==> src/rtl/regfile_wr_arbiter_pkg.sv <==
// regfile_wr_arbiter_pkg
// Purpose : shared register-file constants for the 16-bit RISC-V core.
//           They cover the data/address widths, the register count and the
//           index of each writeback source on the arbiter request vector.
// Contents: RF_DW, RF_AW, RF_NREGS, RF_NREQ, WB_* source indices.
package regfile_wr_arbiter_pkg;

  localparam int RF_DW    = 16;
  localparam int RF_AW    = 3;
  localparam int RF_NREGS = 8;

  // Writeback source positions on req[] / ack[]
  localparam int WB_ALU  = 0;
  localparam int WB_LOAD = 1;
  localparam int WB_LINK = 2;
  localparam int WB_CSR  = 3;

  localparam int RF_NREQ = 4;

endpackage

==> src/rtl/regfile_wr_arbiter_rr_pick.sv <==
// rr_pick
// Purpose : combinational round-robin search. It returns the first set bit of
//           elig, scanning upward from ptr and wrapping N_REQ-1 -> 0.
// Ports   : elig  [N_REQ-1:0] eligible requesters
//           ptr   [AW-1:0]    search start index (always < N_REQ)
//           found             any bit of elig set
//           idx   [AW-1:0]    winning requester index (0 when !found)
module rr_pick
  import regfile_wr_arbiter_pkg::*;
#(
  parameter int N_REQ = RF_NREQ,
  parameter int AW    = RF_AW
) (
  input  logic [N_REQ-1:0] elig,
  input  logic [AW-1:0]    ptr,
  output logic             found,
  output logic [AW-1:0]    idx
);

  logic [2*N_REQ-1:0] w_dbl;
  logic [N_REQ-1:0]   w_rot;
  logic [AW:0]        w_sum;

  // Rotating the doubled vector puts requester ptr at bit 0, so the lowest
  // set bit of w_rot is the nearest eligible requester at or after ptr.
  assign w_dbl = {elig, elig} >> ptr;
  assign w_rot = w_dbl[N_REQ-1:0];

  // Priority scan of the rotated vector, then map the offset back to an index
  always_comb begin
    found = 1'b0;
    w_sum = '0;
    for (int k = N_REQ - 1; k >= 0; k--) begin
      // Descending scan: the last hit written is the lowest offset.
      found = found | w_rot[k];
      w_sum = w_rot[k] ? ({1'b0, ptr} + (AW+1)'(k)) : w_sum;
    end
    if (w_sum >= (AW+1)'(N_REQ)) begin
      idx = AW'(w_sum - (AW+1)'(N_REQ));
    end else begin
      idx = w_sum[AW-1:0];
    end
  end

endmodule

==> src/rtl/regfile_wr_arbiter.sv <==
// regfile_wr_arbiter
// Purpose : shares the single register-file write port among N_REQ writeback
//           sources. Arbitration is round-robin with one write per cycle and
//           a registered req/ack handshake.
// Ports   : clk, rst (synchronous, active-high)
//           req      [N_REQ]    level request, held until ack
//           req_addr [N_REQ*AW] requester i at [i*AW +: AW]
//           req_data [N_REQ*DW] requester i at [i*DW +: DW]
//           ack      [N_REQ]    one-hot grant pulse (registered)
//           wr_en/wr_addr/wr_data register-file write port (registered)
//           busy                any unmasked request pending (combinational)
// Option  : define RF_R0_ZERO_EN to treat register 0 as read-only zero. A grant
//           to address 0 still acks and advances the pointer, but wr_en stays 0.
module regfile_wr_arbiter
  import regfile_wr_arbiter_pkg::*;
#(
  parameter int N_REQ = RF_NREQ,
  parameter int DW    = RF_DW,
  parameter int AW    = RF_AW
) (
  input  logic                clk,
  input  logic                rst,
  input  logic [N_REQ-1:0]    req,
  input  logic [N_REQ*AW-1:0] req_addr,
  input  logic [N_REQ*DW-1:0] req_data,
  output logic [N_REQ-1:0]    ack,
  output logic                wr_en,
  output logic [AW-1:0]       wr_addr,
  output logic [DW-1:0]       wr_data,
  output logic                busy
);

  logic [N_REQ-1:0] r_ack;
  logic             r_wr_en;
  logic [AW-1:0]    r_wr_addr;
  logic [DW-1:0]    r_wr_data;
  logic [AW-1:0]    r_rr_ptr;

  logic [N_REQ-1:0] w_elig;
  logic             w_found;
  logic [AW-1:0]    w_idx;
  logic [N_REQ-1:0] w_onehot;
  logic [AW-1:0]    w_sel_addr;
  logic [DW-1:0]    w_sel_data;
  logic             w_sel_wr;
  logic [AW-1:0]    w_ptr_next;

  // A requester still holding req in its ack cycle must not be granted twice.
  assign w_elig = req & ~r_ack;
  assign busy   = |w_elig;

  rr_pick #(
    .N_REQ (N_REQ),
    .AW    (AW)
  ) u_pick (
    .elig  (w_elig),
    .ptr   (r_rr_ptr),
    .found (w_found),
    .idx   (w_idx)
  );

  // Winner mux: one-hot grant plus the winner's address and data
  always_comb begin
    w_onehot   = '0;
    w_sel_addr = '0;
    w_sel_data = '0;
    for (int i = 0; i < N_REQ; i++) begin
      w_onehot[i] = (w_idx == AW'(i));
      w_sel_addr  = (w_idx == AW'(i)) ? req_addr[i*AW +: AW] : w_sel_addr;
      w_sel_data  = (w_idx == AW'(i)) ? req_data[i*DW +: DW] : w_sel_data;
    end
  end

  // Next round-robin pointer: one past the winner, wrapping at N_REQ
  always_comb begin
    w_ptr_next = '0;
    if (w_idx == AW'(N_REQ - 1)) begin
      w_ptr_next = '0;
    end else begin
      w_ptr_next = w_idx + AW'(1);
    end
  end

`ifdef RF_R0_ZERO_EN
  // Register 0 is hard-wired zero, so a write to it is acked but not issued.
  assign w_sel_wr = (w_sel_addr != '0);
`else
  assign w_sel_wr = 1'b1;
`endif

  // Grant / write-port registers and round-robin pointer
  always_ff @(posedge clk) begin
    if (rst) begin
      r_ack     <= '0;
      r_wr_en   <= 1'b0;
      r_wr_addr <= '0;
      r_wr_data <= '0;
      r_rr_ptr  <= '0;
    end else if (w_found) begin
      r_ack     <= w_onehot;
      r_wr_en   <= w_sel_wr;
      r_wr_addr <= w_sel_addr;
      r_wr_data <= w_sel_data;
      r_rr_ptr  <= w_ptr_next;
    end else begin
      // Idle: address/data keep their last values.
      r_ack   <= '0;
      r_wr_en <= 1'b0;
    end
  end

  assign ack     = r_ack;
  assign wr_en   = r_wr_en;
  assign wr_addr = r_wr_addr;
  assign wr_data = r_wr_data;

endmodule

==> config.mk <==
export PLATFORM = sky130hd
export DESIGN_NAME = regfile_wr_arbiter
export DESIGN_NICKNAME = d
export VERILOG_FILES = /design/src/rtl/regfile_wr_arbiter_pkg.sv /design/src/rtl/regfile_wr_arbiter_rr_pick.sv /design/src/rtl/regfile_wr_arbiter.sv
export SDC_FILE = /design/constraint.sdc
export NUM_CORES = 1
export LEC_CHECK = 0
export BUFFER_PORTS_ARGS = -buffer_cell sky130_fd_sc_hd__buf_4
export CAP_MARGIN = 20
export CORE_MARGIN = 2
export CORE_UTILIZATION = 41
export CTS_CLUSTER_DIAMETER = 40
export DETAILED_ROUTE_END_ITERATION = 10
export PLACE_DENSITY = 0.8
export REMOVE_ABC_BUFFERS = 1
export SLEW_MARGIN = 20
export SYNTH_ARGS = -nofsm -noshare
export SYNTH_HDL_FRONTEND = slang
export SYNTH_HIERARCHICAL = 1
export SYNTH_SLANG_ARGS = --single-unit
==> constraint.sdc <==
create_clock -name clk -period 3.2 [get_ports clk]
set_clock_uncertainty 0.15 [all_clocks]
set_input_delay 0.32 -clock clk [delete_from_list [all_inputs] [get_ports clk]]
set_output_delay 0.32 -clock clk [all_outputs]
set_load 0.03 [all_outputs]
; Yosys cells after proc, flatten, opt, wreduce, memory -nomap -nowiden
; Cells that the tools add are included.
[word_totals]
regBits = 27
input_bits = 82
output_inout_bits = 25
wordCells = 39
[classes]
add_sub_neg = 5
magnitude_cmp = 1
eq_ne = 3
shifts = 1
n_mux = 15
n_bitwise = 6
reduce_logical = 3
[op_table]
columns = operator, count
row1 = two-way mux 16 bit, 4
row2 = two-way mux 3 bit, 6
row3 = two-way mux 4 bit, 4
row4 = adder 3 x 2 -> 4 bit (second input constant), 2
row5 = right shift 8 x 3 -> 4 bit, 1
row6 = equality test 3 x 2 -> 1 bit (second input constant), 2
row7 = adder 3 x 1 -> 4 bit (second input constant), 1
row8 = AND 4 bit, 1
row9 = >= comparator 4 x 3 -> 1 bit (second input constant), 1
row10 = inverter 4 bit, 1
row11 = OR reduction 4 bit, 1
row12 = adder 3 x 1 -> 3 bit (second input constant), 1
row13 = equality test 3 x 1 -> 1 bit (second input constant), 1
row14 = logical NOT 3 bit, 1
row15 = bitwise OR 1 bit, 3
row16 = subtractor 3 bit (second input constant), 1
row17 = OR reduction 2 bit, 1
row18 = two-way mux 1 bit, 1
row19 = inverter 1 bit, 1

; Depth between registers and ports, before layout
[logic_depth]
word_depth = 14
mapped_depth = 15
ltp_nobuf = 11

; By module
; Netlist, hierarchy kept.
[by_module_without_submodules]
columns = module, instances, cells_per_inst, area_each_um2, seq_area_each_um2
row1 = regfile_wr_arbiter, 1, 151, 1529.0, 540.5
row2 = rr_pick, 1, 66, 503.0, 0.0

; Least setup slack after synthesis
; OpenSTA, ideal clock, no wires.
[synth_path]
path_kind = reg2reg
from = register r_ack[1], in the netlist ack[1]
to = register r_wr_data[7], in the netlist wr_data[7]
setup_ns = 0.119
arrival_time_ns = 2.871
required_time_ns = 2.931
slack_ns = 0.060
path_stages_with_launch = 13
path_buffers = 2
period_less_slack_ns = 3.140
cell_sequence = dfxtp_1 -> nor2b_1 -> mux4_2 -> and2_1 -> o41ai_1 -> o2bb2ai_1 -> inv_1 -> ha_1 -> or2_1 -> buf_6 -> buf_6 -> a221oi_2 -> o31ai_2
[synth_via]
elab_chain_cells = 14
elab_cells_between_ends = 21
cone_classes = add/sub (1) / order compare (1) / eq/ne (3) / shift (1) / mux (9) / bitwise (5) / reduce/logical (1)
[synth_rtl]
columns = element, line
row1 = from (decl), regfile_wr_arbiter.sv:33  ; logic [N_REQ-1:0] r_ack;
row2 = from (signal assigned), regfile_wr_arbiter.sv:100  ; r_ack <= w_onehot;
row3 = inverter 4 bit (*), regfile_wr_arbiter.sv:49  ; assign w_elig = req & ~r_ack;
row4 = AND 4 bit (*), regfile_wr_arbiter.sv:49
row5 = net w_elig[1], regfile_wr_arbiter.sv:39  ; logic [N_REQ-1:0] w_elig;
row6 = right shift 8 x 3 -> 4 bit (*), regfile_wr_arbiter_rr_pick.sv:26  ; assign w_dbl = {elig, elig} >> ptr;
row7 = two-way mux 4 bit (3 in a row), regfile_wr_arbiter_rr_pick.sv:36  ; w_sum = w_rot[k] ? ({1'b0, ptr} + (AW+1)'(k)) : w_sum;
row8 = two-way mux 4 bit (*), regfile_wr_arbiter_rr_pick.sv:36
row9 = >= comparator 4 x 3 -> 1 bit / subtractor 3 bit (equally long branches), "regfile_wr_arbiter_rr_pick.sv:38, regfile_wr_arbiter_rr_pick.sv:39"
row10 = two-way mux 3 bit (*), regfile_wr_arbiter_rr_pick.sv:38  ; if (w_sum >= (AW+1)'(N_REQ)) begin
row11 = net w_idx[0], regfile_wr_arbiter.sv:41  ; logic [AW-1:0] w_idx;
row12 = logical NOT 3 bit, regfile_wr_arbiter.sv:70  ; w_sel_data = (w_idx == AW'(i)) ? req_data[i*DW +: DW] : w_sel_data;
row13 = two-way mux 16 bit (3 in a row), regfile_wr_arbiter.sv:70
row14 = two-way mux 16 bit (*), regfile_wr_arbiter.sv:70
row15 = to (signal assigned), regfile_wr_arbiter.sv:103  ; r_wr_data <= w_sel_data;
row16 = to (decl), regfile_wr_arbiter.sv:36  ; logic [DW-1:0] r_wr_data;
; The timed path passes the listed nets; every way through them passes the cells marked *.
; A chain may end at the register's enable or synchronous reset.

; Worst setup path in the final report
[layout_path]
from = register r_rr_ptr[0]
to = register r_wr_data[6], in the netlist wr_data[6]
[layout_via]
elab_chain_cells = 12
elab_cells_between_ends = 22
cone_classes = add/sub (4) / order compare (1) / eq/ne (3) / shift (1) / mux (9) / bitwise (3) / reduce/logical (1)
[layout_rtl]
columns = element, line
row1 = from (decl), regfile_wr_arbiter.sv:37  ; logic [AW-1:0] r_rr_ptr;
row2 = from (signal assigned), regfile_wr_arbiter.sv:104  ; r_rr_ptr <= w_ptr_next;
row3 = adder 3 x 2 -> 4 bit / right shift 8 x 3 -> 4 bit (equally long branches), "regfile_wr_arbiter_rr_pick.sv:36, regfile_wr_arbiter_rr_pick.sv:26"
row4 = two-way mux 4 bit (3 in a row), regfile_wr_arbiter_rr_pick.sv:36
row5 = two-way mux 4 bit (*), regfile_wr_arbiter_rr_pick.sv:36
row6 = >= comparator 4 x 3 -> 1 bit / subtractor 3 bit (equally long branches), "regfile_wr_arbiter_rr_pick.sv:38, regfile_wr_arbiter_rr_pick.sv:39"
row7 = two-way mux 3 bit (*), regfile_wr_arbiter_rr_pick.sv:38
row8 = net w_idx[0], regfile_wr_arbiter.sv:41
row9 = logical NOT 3 bit, regfile_wr_arbiter.sv:70
row10 = two-way mux 16 bit (3 in a row), regfile_wr_arbiter.sv:70
row11 = two-way mux 16 bit (*), regfile_wr_arbiter.sv:70
; Marks and branches as above.

==> flow_metrics.py <==
metrics = {
    "synth": {
        "yosys.area.top_type": "dfxtp_1",
        "synth_area_um2": 2030,
        "ys_top_cells_by_area": "dfxtp_1, o31ai_2, a221oi_2",
        "synth-seq-cells": 27,
        "seq_area_frac_synth_pct": 26.6,
        "ys_types": 49,
        "synth_edf_count": 0,
        "synth_cells": 217,
        "yosysWarnings": 6,
        "yosysTopAreaCellShare_pct": 26.6,
        "async_flop_share_pct": 0,
        "yosys_most_used_dff": "dfxtp_1",
        "synth_area_per_cell_um2": 9.36,
    },
    "floorplan": {
        "pin_count": 107,
        "die_y_um": 74.4,
        "dieArea_um2": 5540,
        "start_util_pct": 42.7,
        "row_count": 25,
        "core_um2": 4750,
        "die_w_um": 74.4,
    },
    "timing": {
        "setup_ws_ns": 0.00880,
        "drv_slew": 0,
        "rsz0062_at_grt": "true",
        "hold_viol": 0,
        "period_share_pct": 99.7,
        "tightest_slew_ns": 0.418,
        "slew_headroom_pct": 71.3,
        "setup_viol": 0,
        "clock.fmax_mhz": 313,
        "min_period_ns": 3.19,
    },
    "place": {
        "io_buffers": 106,
        "pre_cts_ws_ns": -0.394,
        "gp_congestion": 0.877,
        "dp_hpwl_mm": 4.98,
        "placed_cells": 397,
        "place_area_um2": 3010,
    },
    "clock_tree": {
        "cts_made_buffers": 3,
        "clock_latency_ns": 0.27,
        "cts_tree": "built",
        "cts_max_path_buffers": 2,
        "cts_num_sinks": 27,
        "cts_root_buf": "clkbuf_8",
        "ctsHtreeMaxLevel": 1,
        "cts_hold_buf": 0,
        "cts.clk_slew.worst_paths_ns": 0.09,
    },
    "setup_path": {
        "cp-start-kind": "flip-flop",
        "path_max_fanout": 19,
        "cp.arrival_ns": 3.20,
        "critical_path_required_ns": 3.21,
        "crit_family": "compound AO/OA/AOI/OAI gates",
        "crit_chain": "buf_12 > mux4_2 > and2_1 > o41ai_2 > o2bb2ai_2 > inv_1 > ha_1 > or2_1 > buf_12 > a221oi_1 > o31ai_2",
        "path_buf_inv": 3,
        "worstSetupStartpoint": "r_rr_ptr[0]",
        "path_class": "reg -> reg",
        "critPathMaxStageDelay_ns": 0.52,
        "r2r-start": "r_rr_ptr[0]",
        "slowest_stage": "mux4_2",
        "rr_worst_depth": 11,
        "critical_path_depth": 11,
        "cp-end-kind": "flip-flop",
        "cp_common_cell": "buf_12",
    },
    "finish": {
        "area_delta_synth_final_pct": 55.7,
        "fin_util_pct": 66.5,
        "fill_cells": 406,
        "instances_no_fill": 404,
        "nets": 428,
        "drive_gt1_share_pct": 56.4,
        "diodes": 0,
        "postLayoutCellArea_um2": 3160,
    },
    "global_routing": {
        "grt_pass1_wl_mm": 10.2,
        "antenna_found_initial": 0,
        "grt_pass1_vias": 2307,
        "gr-usage-all-layers_pct": 23.6,
        "grt_overflow_total": 0,
        "grt_max_degree": 24,
    },
    "pwr": {
        "p_total_w": 0.00363,
        "ir_drop_mv": 0.726,
        "leakage_nw": 1.40,
        "p_per_area_nw_per_um2": 1150,
    },
    "hold_path": {
        "hp-start": "rst",
        "holdPathStages": 2,
        "min_path_type": "in -> reg",
    },
    "route": {
        "drt-total-wl_mm": 6.63,
        "antenna_left": 0,
        "drt_iter0_markers": 113,
        "drc": 0,
        "via_per_inst": 5.64,
        "first_pass_iters": 4,
        "post_drt_wl_per_cell_um": 16.4,
        "routed-via-count": 2277,
    },
    "status": {
        "status": "complete, no violations",
    },
    "flow_run": {
        "cap_violations": 0,
    },
}
==> final timing paths <==
check / to / slack, ns
max: wr_data[6] / 0.009
min: r_rr_ptr[0] / 0.1
max reg2reg: wr_data[6] / 0.009
min reg2reg: wr_data[15] / 0.32
==> cells in the final DEF (no fill, tap or decap), types with 3 or more instances in the layout <==
cell | synthesis | final
a21oi_1 | 6 | 6
a221oi_2 | 10 | 17
buf_12 | 0 | 4
buf_4 | 4 | 131
clkbuf_8 | 0 | 3
dfxtp_1 | 27 | 26
ha_1 | 8 | 8
inv_1 | 12 | 12
mux2_2 | 6 | 6
nand2_1 | 22 | 22
nand2b_1 | 6 | 6
nand3b_1 | 3 | 3
nor2_1 | 6 | 6
nor2b_1 | 6 | 4
o21ai_0 | 4 | 4
o22ai_1 | 19 | 18
o31ai_2 | 17 | 17
==> cell type report <==
type	count	area, µm²	share of cell area (%)
multi-input combinational	159	1380	43.7
tap	67	83.8	2.65
sequential	27	542	17.1
clock buffer	3	41.3	1.31
inverter	12	45.0	1.42
timing repair buffer	135	1060	33.6
clock inverter	1	5.00	0.158
==> registers in the layout, indices dropped and copies added, names as in the netlist <==
| name | cells |
|---|---|
| wr_en | 1 |
| wr_data | 16 |
| r_rr_ptr | 3 |
| ack | 4 |
| wr_addr | 3 |
==> synth_stat cells (2+ instances only) <==
library cell   n
mux2i_1        2
a221oi_1       9
o31ai_2       17
o211ai_1       2
mux4_2         2
a211oi_1       2
clkbuf_1       3
a21oi_1        6
a221oi_2      10
nand2b_1       6
dfxtp_1       27
nand3b_1       3
o31ai_1        2
buf_6          6
ha_1           8
mux2_2         6
buf_4          4
o2111ai_1      2
inv_1         12
buf_2          5
nor2_1         6
or4_1          2
nor2b_1        6
nand3_1        2
nand2_1       22
o22ai_1       19
o21ai_0        4
==> metal layers <==
layer,global-route usage [%],share of wire (%)
met1,27.2,37
met3,5.56,7.5
met4,9.72,2.0
met5,0,0
met2,42.0,53
==> timing repair <==
item                                   in CTS  in global routing
pin swaps                                   1                  1
setup endpoints to repair                  19                 19
cloned                                      0                  0
endpoints found under the hold margin       0                  0
setup buffers                               1                  2
resized for setup                           5                  8
==> worst register-to-register path: stages (launching register included) <==
cell	delay, ns
dfxtp_2	0.37
buf_12	0.14
mux4_2	0.52
and2_1	0.20
o41ai_2	0.38
o2bb2ai_2	0.18
inv_1	0.11
ha_1	0.25
or2_1	0.25
buf_12	0.17
a221oi_1	0.28
o31ai_2	0.08
==> metrics by stage <==
stage	TNS [ns]	hold WS (ns)
after CTS	0	0.0988
after detailed placement	-5.50	0.297
final	0	0.0976
after global placement	-1.90	0.290
after floorplan	-13.49	0.239
after global routing	-0.450	0.108
==> cells by family after synthesis <==
family	Yosys count	synth area share (%)
compound gates	83	37.3
xor+xnor	1	0.431
fa+ha+maj	8	4.93
buf+inv	31	8.99
flops	27	26.6
mux	10	6.53
simple gates	57	15.2
==> report_power, final <==
group | switching, W | internal (W) | total (W)
logic | 0.00156 | 0.00134 | 0.00290
clock network | 0.000112 | 0.0000875 | 0.000199
registers | 0.0000664 | 0.000467 | 0.000534
total | 0.00174 | 0.00190 | 0.00363
Note: power is estimated with default switching activity, not from simulation.
